### src/rtl/spi_ram_arbiter_pkg.sv
// Shared definitions for the SPI RAM command arbiter: RAM command codes,
// FSM state encoding and the command-word builder.
package spi_ram_arbiter_pkg;

  localparam logic [1:0] CMD_WR_ADDR = 2'b00;
  localparam logic [1:0] CMD_WR_DATA = 2'b01;
  localparam logic [1:0] CMD_RD_ADDR = 2'b10;
  localparam logic [1:0] CMD_RD_DATA = 2'b11;

  typedef enum logic [1:0] {
    S_IDLE    = 2'b00,
    S_ADDR    = 2'b01,
    S_DATA    = 2'b10,
    S_WAIT_RD = 2'b11
  } state_t;

  function automatic logic [9:0] cmd_word(input logic [1:0] cmd, input logic [7:0] payload);
    return {cmd, payload};
  endfunction

endpackage

### src/rtl/spi_ram_arbiter_rr_arb2.sv
// Two-way round-robin grant: a lone requester wins outright; on contention
// the requester that was not served last wins.
module rr_arb2 (
  input  logic [1:0] i_valid,
  input  logic       i_last_served,
  output logic       o_grant,
  output logic       o_any
);

  always_comb begin
    o_any   = |i_valid;
    o_grant = 1'b0;
    unique case (i_valid)
      2'b01:   o_grant = 1'b0;
      2'b10:   o_grant = 1'b1;
      2'b11:   o_grant = ~i_last_served;
      default: o_grant = 1'b0;
    endcase
  end

endmodule

### src/rtl/spi_ram_arbiter.sv
// Shares the SPI RAM command port between two requesters: serialises each
// transaction into two 10-bit command words and routes read data back.
module spi_ram_arbiter
  import spi_ram_arbiter_pkg::*;
#(
  parameter int ADDR_SIZE = 8,
  parameter int MEM_WIDTH = 8,
  parameter int TIMEOUT   = 4
) (
  input  logic                 clk,
  input  logic                 rst_n,
  input  logic                 req0_valid,
  output logic                 req0_ready,
  input  logic                 req0_wr,
  input  logic [ADDR_SIZE-1:0] req0_addr,
  input  logic [MEM_WIDTH-1:0] req0_wdata,
  input  logic                 req1_valid,
  output logic                 req1_ready,
  input  logic                 req1_wr,
  input  logic [ADDR_SIZE-1:0] req1_addr,
  input  logic [MEM_WIDTH-1:0] req1_wdata,
  output logic                 rsp0_valid,
  output logic [MEM_WIDTH-1:0] rsp0_rdata,
  output logic                 rsp0_err,
  output logic                 rsp1_valid,
  output logic [MEM_WIDTH-1:0] rsp1_rdata,
  output logic                 rsp1_err,
  output logic [9:0]           ram_din,
  output logic                 ram_rx_valid,
  input  logic [MEM_WIDTH-1:0] ram_dout,
  input  logic                 ram_tx_valid
);

  state_t                 r_state, w_next_state;
  logic                   r_last_served;
  logic                   r_owner;
  logic                   r_wr;
  logic [ADDR_SIZE-1:0]   r_addr;
  logic [MEM_WIDTH-1:0]   r_wdata;
  logic [3:0]             r_cnt;
  logic                   w_grant, w_any, w_accept, w_timeout, w_rsp_fire;

  rr_arb2 u_arb (
    .i_valid       ({req1_valid, req0_valid}),
    .i_last_served (r_last_served),
    .o_grant       (w_grant),
    .o_any         (w_any)
  );

  assign w_timeout  = (r_cnt == 4'(TIMEOUT - 1));
  assign w_rsp_fire = (r_state == S_WAIT_RD) && (ram_tx_valid || w_timeout);

  // NOTE: every combinational output is given a default before the case so no latch is inferred.
  always_comb begin
    w_next_state = r_state;
    w_accept     = 1'b0;
    req0_ready   = 1'b0;
    req1_ready   = 1'b0;
    ram_rx_valid = 1'b0;
    ram_din      = '0;
    unique case (r_state)
      S_IDLE: begin
        req0_ready = w_any && !w_grant;
        req1_ready = w_any && w_grant;
        if (w_any) begin
          w_accept     = 1'b1;
          w_next_state = S_ADDR;
        end
      end
      S_ADDR: begin
        ram_rx_valid = 1'b1;
        ram_din      = cmd_word(r_wr ? CMD_WR_ADDR : CMD_RD_ADDR, r_addr);
        w_next_state = S_DATA;
      end
      S_DATA: begin
        ram_rx_valid = 1'b1;
        ram_din      = cmd_word(r_wr ? CMD_WR_DATA : CMD_RD_DATA, r_wr ? r_wdata : '0);
        w_next_state = r_wr ? S_IDLE : S_WAIT_RD;
      end
      S_WAIT_RD: begin
        if (w_rsp_fire) w_next_state = S_IDLE;
      end
      default: w_next_state = S_IDLE;
    endcase
  end

  // NOTE: sequential state uses non-blocking assignments so all registers update together at the edge.
  always_ff @(posedge clk) begin
    if (!rst_n) r_state <= S_IDLE;
    else        r_state <= w_next_state;
  end

  always_ff @(posedge clk) begin
    if (!rst_n) begin
      r_last_served <= 1'b1;
      r_owner       <= 1'b0;
      r_wr          <= 1'b0;
      r_addr        <= '0;
      r_wdata       <= '0;
    end else if (w_accept) begin
      r_last_served <= w_grant;
      r_owner       <= w_grant;
      r_wr          <= w_grant ? req1_wr    : req0_wr;
      r_addr        <= w_grant ? req1_addr  : req0_addr;
      r_wdata       <= w_grant ? req1_wdata : req0_wdata;
    end
  end

  // Held at zero outside WAIT_RD, so every read starts its timeout window fresh.
  always_ff @(posedge clk) begin
    if (!rst_n)                     r_cnt <= '0;
    else if (r_state != S_WAIT_RD)  r_cnt <= '0;
    else if (!ram_tx_valid)         r_cnt <= r_cnt + 4'd1;
  end

  always_ff @(posedge clk) begin
    if (!rst_n) begin
      rsp0_valid <= 1'b0;
      rsp0_rdata <= '0;
      rsp0_err   <= 1'b0;
      rsp1_valid <= 1'b0;
      rsp1_rdata <= '0;
      rsp1_err   <= 1'b0;
    end else begin
      rsp0_valid <= 1'b0;
      rsp1_valid <= 1'b0;
      if (w_rsp_fire) begin
        if (!r_owner) begin
          rsp0_valid <= 1'b1;
          rsp0_rdata <= ram_tx_valid ? ram_dout : '0;
          rsp0_err   <= !ram_tx_valid;
        end else begin
          rsp1_valid <= 1'b1;
          rsp1_rdata <= ram_tx_valid ? ram_dout : '0;
          rsp1_err   <= !ram_tx_valid;
        end
      end
    end
  end

endmodule

### config.mk
export PLATFORM = sky130hd
export DESIGN_NAME = spi_ram_arbiter
export DESIGN_NICKNAME = d
export VERILOG_FILES = /design/src/rtl/spi_ram_arbiter_pkg.sv /design/src/rtl/spi_ram_arbiter_rr_arb2.sv /design/src/rtl/spi_ram_arbiter.sv
export SDC_FILE = /design/constraint.sdc
export NUM_CORES = 1
export LEC_CHECK = 0
export CAP_MARGIN = 20
export CORE_ASPECT_RATIO = 1.5
export CORE_MARGIN = 3
export CORE_UTILIZATION = 25
export CTS_CLUSTER_SIZE = 30
export DETAILED_ROUTE_END_ITERATION = 12
export GPL_TIMING_DRIVEN = 0
export PLACE_DENSITY_LB_ADDON = 0.1
export SLEW_MARGIN = 25
export SYNTH_ARGS = -nofsm -noshare
export SYNTH_HDL_FRONTEND = slang
export SYNTH_SLANG_ARGS = --single-unit
### constraint.sdc
create_clock -name clk -period 2.1 [get_ports clk]
set_input_delay 0.42 -clock clk [delete_from_list [all_inputs] [get_ports clk]]
set_output_delay 0.42 -clock clk [all_outputs]
set_load 0.05 [all_outputs]
* After elaboration in Yosys (flattened, before gate mapping) *
Index checks and enable logic that the tools add are counted.

operators by class
  bitwise gates (word level) = 3
  reduce and logical (&&, ||, !) cells = 14
  mux-type cells = 20
  eq/ne operators = 9
  $add $sub $neg = 1

operator list
  cell                                                 count
  two-way mux 8 bit                                    4
  case mux 10 bit (2 select lines)                     1
  two-way mux 2 bit                                    5
  equality test 2 bit, second input constant           4
  two-way mux 1 bit                                    8
  case mux 2 bit (4 select lines)                      1
  AND reduction 2 bit                                  4
  != test 2 bit, second input constant                 3
  OR reduction 2 bit                                   3
  adder 4 x 1 -> 4 bit, second input constant          1
  equality test 4 x 2 -> 1 bit, second input constant  1
  logical AND 1 bit                                    3
  NOT 1 bit                                            3
  equality test 2 x 1 -> 1 bit, second input constant  1
  logical NOT 1 bit                                    2
  logical NOT 2 bit                                    1
  case mux 1 bit (2 select lines)                      1
  logical OR 1 bit                                     1

word-level totals
  output and inout port bits = 33
  logic and storage cells = 60
  bits of input ports = 47
  flip-flop bits (word level) = 45

* Longest topological paths before layout *
Gate-level depths: netlist of the first run.

  depth after elaboration = 5
  depth in mapped cells = 7
  depth with buffers taken out = 5

* By module *
From an unflattened synthesis of the first run, not the netlist that was laid out.

second synthesis, totals
  cells, all modules = 251
  area, all modules = 2205.9 um^2

modules (own cells, without submodules)
  module           area each (um^2)  cells each  times used
  spi_ram_arbiter  2192.1            249         1
  rr_arb2          13.8              2           1

* Worst setup path after synthesis of the first run *
No wires, ideal clock.

  kind = register to output
  from = reg r_state[0]
  to = out ram_din[9]
  data arrival time = 2.314 ns
  stages on the path, launching flop included = 4
  buffers on the path = 0
  data required time = 1.680 ns
  setup slack = -0.634 ns
  cell sequence = dfxtp_1 > inv_1 > ha_1 > nor3b_1

between the ends
  longest elaborated chain between the ends = 2

RTL lines
  what                                                                        RTL line               source
  start, declared                                                             spi_ram_arbiter.sv:34  state_t r_state, w_next_state;
  start signal, assigned                                                      spi_ram_arbiter.sv:90  else r_state <= w_next_state;
  equality test 2 bit / equality test 2 x 1 -> 1 bit (equally long branches)  spi_ram_arbiter.sv:61  unique case (r_state)
  case mux 10 bit (2 select lines) (*)                                        spi_ram_arbiter.sv:61
  end, declared                                                               spi_ram_arbiter.sv:28  output logic [9:0] ram_din,

Every way passes the cells marked *; elsewhere a longest branch is shown, timed or not.

* Worst setup path in the final report of the first run *
  from = in req0_valid
  to = out req1_ready

between the ends
  longest elaborated chain between the ends = 4

RTL lines
  what                             RTL line                       source
  start, declared                  spi_ram_arbiter.sv:12          input logic req0_valid,
  equality test 2 bit              spi_ram_arbiter_rr_arb2.sv:13  unique case (i_valid)
  case mux 1 bit (2 select lines)  spi_ram_arbiter_rr_arb2.sv:13
  logical AND 1 bit (*)            spi_ram_arbiter.sv:64          req1_ready = w_any && w_grant;
  two-way mux 1 bit (*)            spi_ram_arbiter.sv:61
  end, declared                    spi_ram_arbiter.sv:18          output logic req1_ready,

Marked as above.

==> run_results.csv, run 1 <==
group,metric,value,unit
sta,fmax,487,MHz
layout,final_cell_mix,"64 x clkdlybuf4s50_1, 44 x dfxtp_1, 32 x a21oi_1, 32 x o21ai_0, 25 x nor2_1",
synthesis,synthFlopType,"dfxtp_1",
critical_path,crit_path_max_incr_delay,0.52,ns
floorplan,core_area,8460,um^2
route,routedWlPerCell,15.4,um
synthesis,synth.avg_cell_area,8.70,um^2
floorplan,fp.dieH,121,um
route,num_vias,2133,
floorplan,initial_utilization,25.9,%
critical_path,r2r_end,"rsp0_rdata[1]",
critical_path,cp_top_family,"buffers and inverters",
sta,setup_violations,0,
critical_path,crit-reg2reg-launch,"r_state[1]",
critical_path,critical_path.max_fanout,10,
clock_tree,cts_htree_levels,2,
power_and_ir_drop,leakage,1.30,nW
synthesis,ys_ff_latch,45,
route,wirelength,6860,um
critical_path,cp.arrival,1.63,ns
power_and_ir_drop,p_per_area,806,nW/um^2
worst_hold_path,holdPathEnd,"r_wdata[1]",
placement,place_worst_setup_slack,-0.900,ns
grt,grt_pass1_vias,2014,
critical_path,cp-start-kind,"input pin",
clock_tree,clk_pin_slew,0.06,ns
critical_path,critPathSlowestCell,"clkdlybuf4s50_1",
synthesis,syn_nets,305,
layout,layout.nets,389,
route,drc,0,
sta,tightest_slew,0.538,ns
clock_tree,numCtsBuffers,5,
outcome,outcome,"finished clean",
placement,numPortBuffers,78,
floorplan,ioPinCount,80,
placement,dp.cells,437,
sta,fin_crit_sh,97.8,%
clock_tree,cts_hold_buf,0,
layout,fin_cells,444,
clock_tree,cts-root-buf,"clkbuf_16",
placement,hpwl,5170,um
synthesis,ys_warn_count,0,
sta,skew,0.00424,ns
layout,final_common_cell,"clkdlybuf4s50_1",
clock_tree,clock_sinks,45,
layout,drive_gt1_share,14.5,%
grt,antenna_found_initial,0,
floorplan,dieArea,9950,um^2
grt,grt_max_degree,15,
route,drtIter0Drc,109,
critical_path,worstPathCellList,"clkdlybuf4s50_1, a21boi_4, buf_8, and2_1, buf_6",
synthesis,synth_area,2190,um^2
layout,area.growth.synth_to_final,53.9,%
layout,fill_cells,873,
worst_hold_path,min_from,"r_wdata[1]",
clock_tree,clock_path_buffers,2,
grt,grt_usage,13.5,%
critical_path,worstSetupPathType,"in2out",
critical_path,worstPathRequired,1.68,ns
sta,slew_headroom,64.0,%
worst_hold_path,hold_path_class,"reg2reg",
route,viasPerCell,4.80,
floorplan,rows,41,
sta,hold_viol_final,0,
power_and_ir_drop,peakVddDrop,403,uV
flow_run,max_cap_viol_count,0,
sta,setup_ws,0.0471,ns
grt,grt-ovfl-total,0,
synthesis,synthCells,252,
critical_path,critical_path_buf_inv_count,3,
route,dr.pass1.iters,4,
worst_hold_path,min_delay_path_depth,2,
synthesis,ys_types,34,
critical_path,endpoint_kind,"primary output",
route,ant_nets,0,
sta,finalMaxSlewViolations,0,
floorplan,fp.dieW,82.5,um
synthesis,async_reset_ff_share,0,%
layout,n_antenna_cell,0,
grt,grt_pass1_wl,10300,um
synthesis,seq_area_frac_synth,41.1,%
sta,min_period,2.05,ns
clock_tree,insertion_delay,0.28,ns
synthesis,synth_edf_count,0,
critical_path,r2r_setup_slack,0.24,ns
critical_path,r2r_cells,6,
clock_tree,tritoncts,"built",
placement,routabilityCongestion,0.795,
## worst min-delay path: cells and delay by family (launching register included)
kind / cells / cell delay (ns)
AOI/OAI and AO/OA: 1 / 0.07
and+or+nand+nor: 1 / 0.05
DFF: 1 / 0.32
## report_power, final
part | internal (W) | leakage (nW) | switching, W
Combinational | 0.000308 | 0.835 | 0.000411
Sequential | 0.000934 | 0.368 | 0.0000550
Clock | 0.000680 | 0.0938 | 0.000332
## per-layer routing
layer | part of all wire [%] | wire (um) | GRT usage, % | vias to the layer above
li1 | - | - | - | 1077
met1 | 42 | 2900 | 17.2 | 989
met2 | 49 | 3370 | 22.1 | 59
met3 | 6.6 | 454 | 2.76 | 8
met4 | 2.0 | 134 | 4.99 | 0
met5 | 0 | 0 | 0 | -
## cell usage after synthesis (all sizes together), types with 3 or more instances
master	instances	share of area (%)
o21ai	33	7.5
and4	8	3.2
nand2	5	0.86
nor2	25	4.3
a22oi	9	3.1
mux2i	16	7.3
buf	5	1.7
nand3	3	0.68
clkbuf	16	2.7
and4b	8	3.7
a211oi	5	1.7
nor2b	10	2.9
a21oi	32	7.3
dfxtp	45	41
ha	6	3.4
inv	4	0.68
## worst max-delay path by stage
stage | startpoint | end | slack, ns | depth (start not counted)
finish | req0_valid | req1_ready | 0.05 | 5
global route | req0_valid | req1_ready | -0.009 | 5
CTS | req0_valid | req1_ready | 0.01 | 5
detailed placement | req1_valid | req1_ready | -0.90 | 5
global placement | req1_valid | req1_ready | -0.89 | 5
floorplan | r_state[0] | ram_din[9] | -0.16 | 3
## cell type report
class                      instances  area (um^2)  share of cell area, %
multi-input combinational        182         1260                   37.4
sequential                        45          905                   26.8
timing repair buffer              79          771                   22.8
tap                              107          134                   3.97
clock buffer                       5          125                   3.71
buffer                            19         98.8                   2.93
clock inverter                     3         65.1                   1.93
inverter                           4         15.0                  0.445
## registers in the layout, indices dropped and copies added (netlist names), 2 cells and up
| signal | flops |
|---|---|
| rsp0_rdata | 8 |
| r_cnt | 4 |
| rsp1_rdata | 8 |
| r_addr | 8 |
| r_state | 2 |
| r_wdata | 8 |
## per-stage QoR
step           area (um^2)  hold WS (ns)  total power (W)  utilization [%]   TNS, ns
6_report              3370         0.494          0.00272             39.9         0
5_1_grt               3370         0.535          0.00285             39.9  -0.00872
4_1_cts               3300         0.497          0.00271             39.0         0
3_5_place_dp          3130         0.484          0.00169             37.0     -6.79
3_3_place_gp          3130         0.474          0.00168             37.0     -6.75
2_1_floorplan         2220         0.457          0.00142                -    -0.161
## timing repair
action	CTS	global route
resized for setup	76	23
setup endpoints to repair	13	11
pin swaps	0	1
gates cloned	0	0
setup buffers	0	1
## cell families (layout without fill, tap and decap cells)
family / Yosys count / after routing / share of synthesized area, %
fa+ha+maj: 6 / 6 / 3.42
buf+inv: 25 / 110 / 5.08
xor+xnor: 3 / 3 / 1.20
flops: 45 / 45 / 41.1
simple gates: 70 / 70 / 19.2
compound gates: 87 / 87 / 22.7
mux: 16 / 16 / 7.31
Note: power is estimated with default switching activity, not from simulation.
==> run 2: changes to the inputs <==
==> constraint.sdc (replaced) <==
create_clock -name clk -period 2.4 [get_ports clk]
set_input_delay 0.48 -clock clk [delete_from_list [all_inputs] [get_ports clk]]
set_output_delay 0.48 -clock clk [all_outputs]
set_load 0.05 [all_outputs]
==> run 2 against run 1 <==
Net effect: sequential power down 13%; utilization is 1.9 points lower; highest routed layer unchanged; register-to-register slack improved by 0.34 ns; cell area decreased by 4.8%; flip-flop and latch count stayed put; global-route usage grew 0.70 points; power shrank 22%; setup slack improved by 0.050 ns; via count is 0.61% higher.
==> run_results.csv, run 2 (synthesized netlist as in run 1, its figures left out) <==
group,metric,value,unit
outcome,outcome,"finished clean",
route,viasPerCell,4.84,
critical_path,critPathSlowestCell,"clkdlybuf4s50_1",
sta,tightest_slew,0.563,ns
critical_path,crit-reg2reg-launch,"r_state[0]",
floorplan,initial_utilization,25.9,%
sta,setup_violations,0,
layout,n_antenna_cell,0,
critical_path,worstSetupPathType,"in2out",
sta,finalMaxSlewViolations,0,
floorplan,ioPinCount,80,
clock_tree,cts_setup_buffers,0,
placement,numPortBuffers,78,
layout,multi_input_area,1190,um^2
sta,skew,0.00648,ns
floorplan,dieArea,9950,um^2
layout,final_common_cell,"clkdlybuf4s50_1",
flow_run,max_cap_viol_count,0,
floorplan,rows,41,
clock_tree,clock_path_buffers,2,
layout,area.growth.synth_to_final,46.5,%
layout,final_cell_mix,"66 x clkdlybuf4s50_1, 45 x dfxtp_1, 33 x o21ai_0",
critical_path,endpoint_kind,"primary output",
power_and_ir_drop,p_total,0.00211,W
sta,slew_headroom,62.1,%
critical_path,critical_path.max_fanout,10,
critical_path,cp-start-kind,"input pin",
route,dr.pass1.iters,4,
placement,routabilityCongestion,0.747,
route,drc,0,
grt,grt_pass1_wl,10900,um
grt,antenna_found_initial,0,
layout,fill_cells,896,
floorplan,core_area,8460,um^2
grt,grt_max_degree,15,
worst_hold_path,holdPathEnd,"r_wdata[1]",
route,drtIter0Drc,76,
clock_tree,insertion_delay,0.28,ns
route,num_vias,2146,
clock_tree,tritoncts,"built",
critical_path,cp.arrival,1.82,ns
grt,grt-ovfl-total,0,
sta,rsz0062_at_grt,"false",
worst_hold_path,min_delay_path_depth,2,
route,routedWlPerCell,15.7,um
critical_path,crit_path_max_incr_delay,0.53,ns
power_and_ir_drop,peakVddDrop,276,uV
critical_path,worstPathCellList,"clkdlybuf4s50_1, a21boi_2, buf_6, and2_1, clkbuf_4",
floorplan,fp.dieH,121,um
clock_tree,cts_hold_buf,0,
sta,fmax,434,MHz
critical_path,r2r_end,"r_wdata[7]",
clock_tree,clock_sinks,45,
critical_path,r2r_setup_slack,0.58,ns
sta,min_period,2.30,ns
clock_tree,cts_htree_levels,2,
grt,grt_usage,14.2,%
layout,drive_gt1_share,9.23,%
placement,hpwl,5210,um
sta,hold_viol_final,0,
power_and_ir_drop,leakage,1.24,nW
route,ant_nets,0,
route,wirelength,6930,um
grt,grt_pass1_vias,2242,
clock_tree,cts-root-buf,"clkbuf_16",
floorplan,fp.dieW,82.5,um
sta,fin_crit_sh,96.0,%
placement,place_worst_setup_slack,-0.726,ns
critical_path,worstPathRequired,1.92,ns
clock_tree,numCtsBuffers,5,
power_and_ir_drop,p_per_area,659,nW/um^2
clock_tree,clk_pin_slew,0.06,ns
critical_path,r2r_cells,7,
sta,setup_ws,0.0967,ns
worst_hold_path,hold_path_class,"reg2reg",
layout,ff_latch_area,901,um^2
layout,layout.nets,388,
worst_hold_path,min_from,"r_wdata[1]",
==> run 2: changes by cell type in the layout (fill, tap and decap cells not counted), sizes merged <==
| cell | before | now |
|---|---|---|
| dlygate4sd2 | 2 | 1 |
| clkinvlp | 0 | 2 |
| clkdlybuf4s15 | 1 | 0 |
| bufinv | 2 | 0 |
| clkdlybuf4s50 | 64 | 66 |
| clkinv | 1 | 0 |
==> run 2: what timing repair did <==
item | in CTS | in global routing
gates cloned | 0 | 0
setup endpoints to repair | 12 | 10
gates resized for setup | 42 | 21
==> run 2: per-stage QoR <==
step	hold WS, ns	TNS, ns	util, %	std cells	area (um^2)
detailed placement	0.485	-4.14	36.8	437	3110
finish	0.492	0	37.9	443	3210
floorplan	0.457	0	-	252	2200
global route	0.529	0	37.9	443	3210
CTS	0.494	0	38.5	443	3260
global placement	0.470	-3.87	36.8	437	3110
==> run 2: critical path: cells and delay by family <==
| family | cells | cell delay, ns |
|---|---|---|
| compound gates | 1 | 0.26 |
| buf+inv | 3 | 0.95 |
| simple gates | 1 | 0.13 |
==> run 2: layout make-up <==
class                      count  area share, %
buffer                        19           2.96
inverter                       4          0.468
multi-input combinational    182           37.2
tap                          107           4.17
clock buffer                   6           4.01
sequential                    45           28.1
clock inverter                 2          0.468
timing repair buffer          78           22.6
==> run 2: per-layer routing <==
metal	track usage, %	share of wire (%)	wire length [um]
met5	0	0	0
met3	3.20	7.4	511
met1	15.3	38	2670
met4	4.37	0.97	67
met2	26.5	53	3690
==> run 2: power breakdown <==
part / switching (W) / internal (W) / leakage, nW
logic: 0.000345 / 0.000230 / 0.809
clock network: 0.000294 / 0.000386 / 0.0631
registers: 0.0000438 / 0.000815 / 0.368
==> run 2: worst max-delay path by stage <==
stage / depth (start not counted) / end / startpoint / slack, ns
final: 5 / req1_ready / req1_valid / 0.1
after global routing: 6 / ram_din[7] / r_state[0] / 0.02
after CTS: 5 / req1_ready / req1_valid / 0.004
after detailed placement: 5 / req1_ready / req1_valid / -0.73
after global placement: 5 / req1_ready / req1_valid / -0.72
after floorplan: 3 / ram_din[0] / r_state[0] / 0.05
==> run 3: changes to the inputs <==
--- a/config.mk
+++ b/config.mk
@@ -6,7 +6,6 @@
 export NUM_CORES = 1
 export LEC_CHECK = 0
 export CAP_MARGIN = 20
-export CORE_ASPECT_RATIO = 1.5
 export CORE_MARGIN = 3
 export CORE_UTILIZATION = 25
 export CTS_CLUSTER_SIZE = 30
==> run 3 against run 2 <==
Net effect: via count is 1.7% lower; utilization is 0.22 points lower; flip-flop and latch count stayed put; global-route usage is 0.40 points lower; clock power is 27% lower; non-clock buffer count stayed put; count of clock-buffer cells in the layout is 1 lower; critical endpoint is now ram_rx_valid; largest power group unchanged.
==> run_results.csv, run 3 (synthesized netlist as in run 1, its figures left out) <==
group,metric,value,unit
clock_tree,clock_path_buffers,2,
critical_path,worstSetupPathType,"reg2out",
clock_tree,cts_hold_buf,0,
route,drc,0,
sta,hold_viol_final,0,
critical_path,worstPathCellList,"inv_1, ha_2, dlygate4sd2_1",
grt,grt_util_met1,18.9,%
route,routedWlPerCell,15.3,um
clock_tree,cts_htree_levels,2,
placement,routabilityCongestion,0.774,
route,num_vias,2109,
critical_path,cp_top_family,"buffers and inverters",
layout,final_common_cell,"clkdlybuf4s50_1",
layout,layout.nets,388,
layout,n_antenna_cell,0,
grt,grt-ovfl-total,0,
grt,grt_pass1_vias,2217,
critical_path,cp.arrival,1.81,ns
clock_tree,insertion_delay,0.30,ns
outcome,outcome,"finished clean",
sta,finalMaxSlewViolations,0,
critical_path,critical_path.max_fanout,10,
clock_tree,tritoncts,"built",
critical_path,r2r_end,"rsp0_rdata[5]",
layout,drive_gt1_share,9.52,%
grt,use_met3,3.86,%
layout,final_cell_mix,"65 x clkdlybuf4s50_1, 45 x dfxtp_1, 32 x a21oi_1, 32 x o21ai_0, 25 x nor2_1",
critical_path,startpoint,"r_state[1]",
route,viasPerCell,4.78,
floorplan,fp.dieH,99.6,um
sta,setup_violations,0,
grt,grt_pass1_wl,11000,um
worst_hold_path,min_from,"r_wdata[0]",
flow_run,max_cap_viol_count,0,
floorplan,core_area,8380,um^2
layout,fin_cells,441,
clock_tree,clk_pin_slew,0.09,ns
critical_path,worstPathRequired,1.92,ns
route,dr.pass1.iters,4,
grt,grt_use_met2,21.6,%
floorplan,rows,33,
critical_path,crit-reg2reg-launch,"r_state[1]",
route,ant_nets,0,
critical_path,r2r_setup_slack,0.55,ns
sta,fin_setup_tns,0,ns
placement,hpwl,4930,um
sta,min_period,2.29,ns
critical_path,crit_path_end,"ram_rx_valid",
clock_tree,cts-root-buf,"clkbuf_8",
sta,fmax,436,MHz
sta,fin_crit_sh,95.6,%
placement,numPortBuffers,78,
grt,antenna_found_initial,0,
floorplan,initial_utilization,26.2,%
route,drtIter0Drc,74,
floorplan,ioPinCount,80,
critical_path,endpoint_kind,"primary output",
grt,grt_usage,13.8,%
clock_tree,numCtsBuffers,5,
clock_tree,cts_setup_buffers,0,
critical_path,r2r_cells,6,
critical_path,critPathSlowestCell,"dlygate4sd2_1",
critical_path,crit_path_max_incr_delay,0.56,ns
power_and_ir_drop,leakage,1.23,nW
placement,dp.cells,435,
route,wirelength,6740,um
sta,skew,0.00892,ns
critical_path,critical_path_buf_inv_count,2,
critical_path,cp_num_cells,3,
floorplan,fp.dieW,99.6,um
power_and_ir_drop,p_per_area,610,nW/um^2
sta,slew_headroom,65.6,%
clock_tree,clock_sinks,45,
floorplan,dieArea,9930,um^2
layout,area.growth.synth_to_final,44.2,%
sta,tightest_slew,0.514,ns
critical_path,cp-start-kind,"flop",
grt,grt_max_degree,16,
worst_hold_path,hold_path_class,"reg2reg",
power_and_ir_drop,peakVddDrop,177,uV
grt,busiest_layer,"met2",
sta,rsz0062_at_grt,"false",
-- run 3: cell type report --
cell class	instances	area [um^2]
clock buffer	5	68.8
sequential	45	901
clock inverter	3	21.3
buffer	19	91.3
multi-input combinational	182	1200
fill	867	5220
tap	105	131
inverter	4	15.0
timing repair buffer	78	729
-- run 3: per-stage QoR --
| stage | util, % | cell area (um^2) | worst slack (ns) | hold slack (ns) | total power (W) |
|---|---|---|---|---|---|
| global placement | 37.1 | 3110 | -0.675 | 0.486 | 0.00146 |
| global route | 37.7 | 3160 | 0.00862 | 0.537 | 0.00206 |
| CTS | 38.2 | 3210 | 0.000681 | 0.512 | 0.00196 |
| finish | 37.7 | 3160 | 0.107 | 0.514 | 0.00193 |
| detailed placement | 37.1 | 3110 | -0.664 | 0.496 | 0.00147 |
| floorplan | - | 2200 | 0.0499 | 0.457 | 0.00124 |
-- run 3: worst min-delay path by stage --
stage               cells past startpoint         end  slack [ns]
floorplan                               2  r_wdata[0]        0.46
CTS                                     2  r_wdata[1]        0.51
global placement                        2  r_wdata[0]        0.49
finish                                  2  r_wdata[0]        0.51
detailed placement                      2  r_wdata[1]        0.50
global route                            2  r_wdata[1]        0.54
-- run 3: worst reg2reg max path: cells and delay by family, from the launching register on --
kind            cells  cell delay (ns)
compound gates      2             0.23
fa+ha+maj           1             0.20
buf+inv             2             0.69
flops               1             0.40
simple gates        1             0.27
-- run 3: per-layer routing --
layer,vias to the layer above,share of wire (%)
met5,-,0
met4,0,0.53
met3,4,7.0
met2,72,43
met1,948,49
li1,1085,-
-- run 3: report_power, final --
group | leakage, nW | internal [W] | switching [W]
Clock | 0.0445 | 0.000207 | 0.000286
Combinational | 0.822 | 0.000230 | 0.000344
Sequential | 0.368 | 0.000814 | 0.0000460
-- run 3: timing repair --
action / in CTS / in global routing
cloned: 0 / 0
endpoints found under the setup margin: 12 / 12
resized for setup: 39 / 26
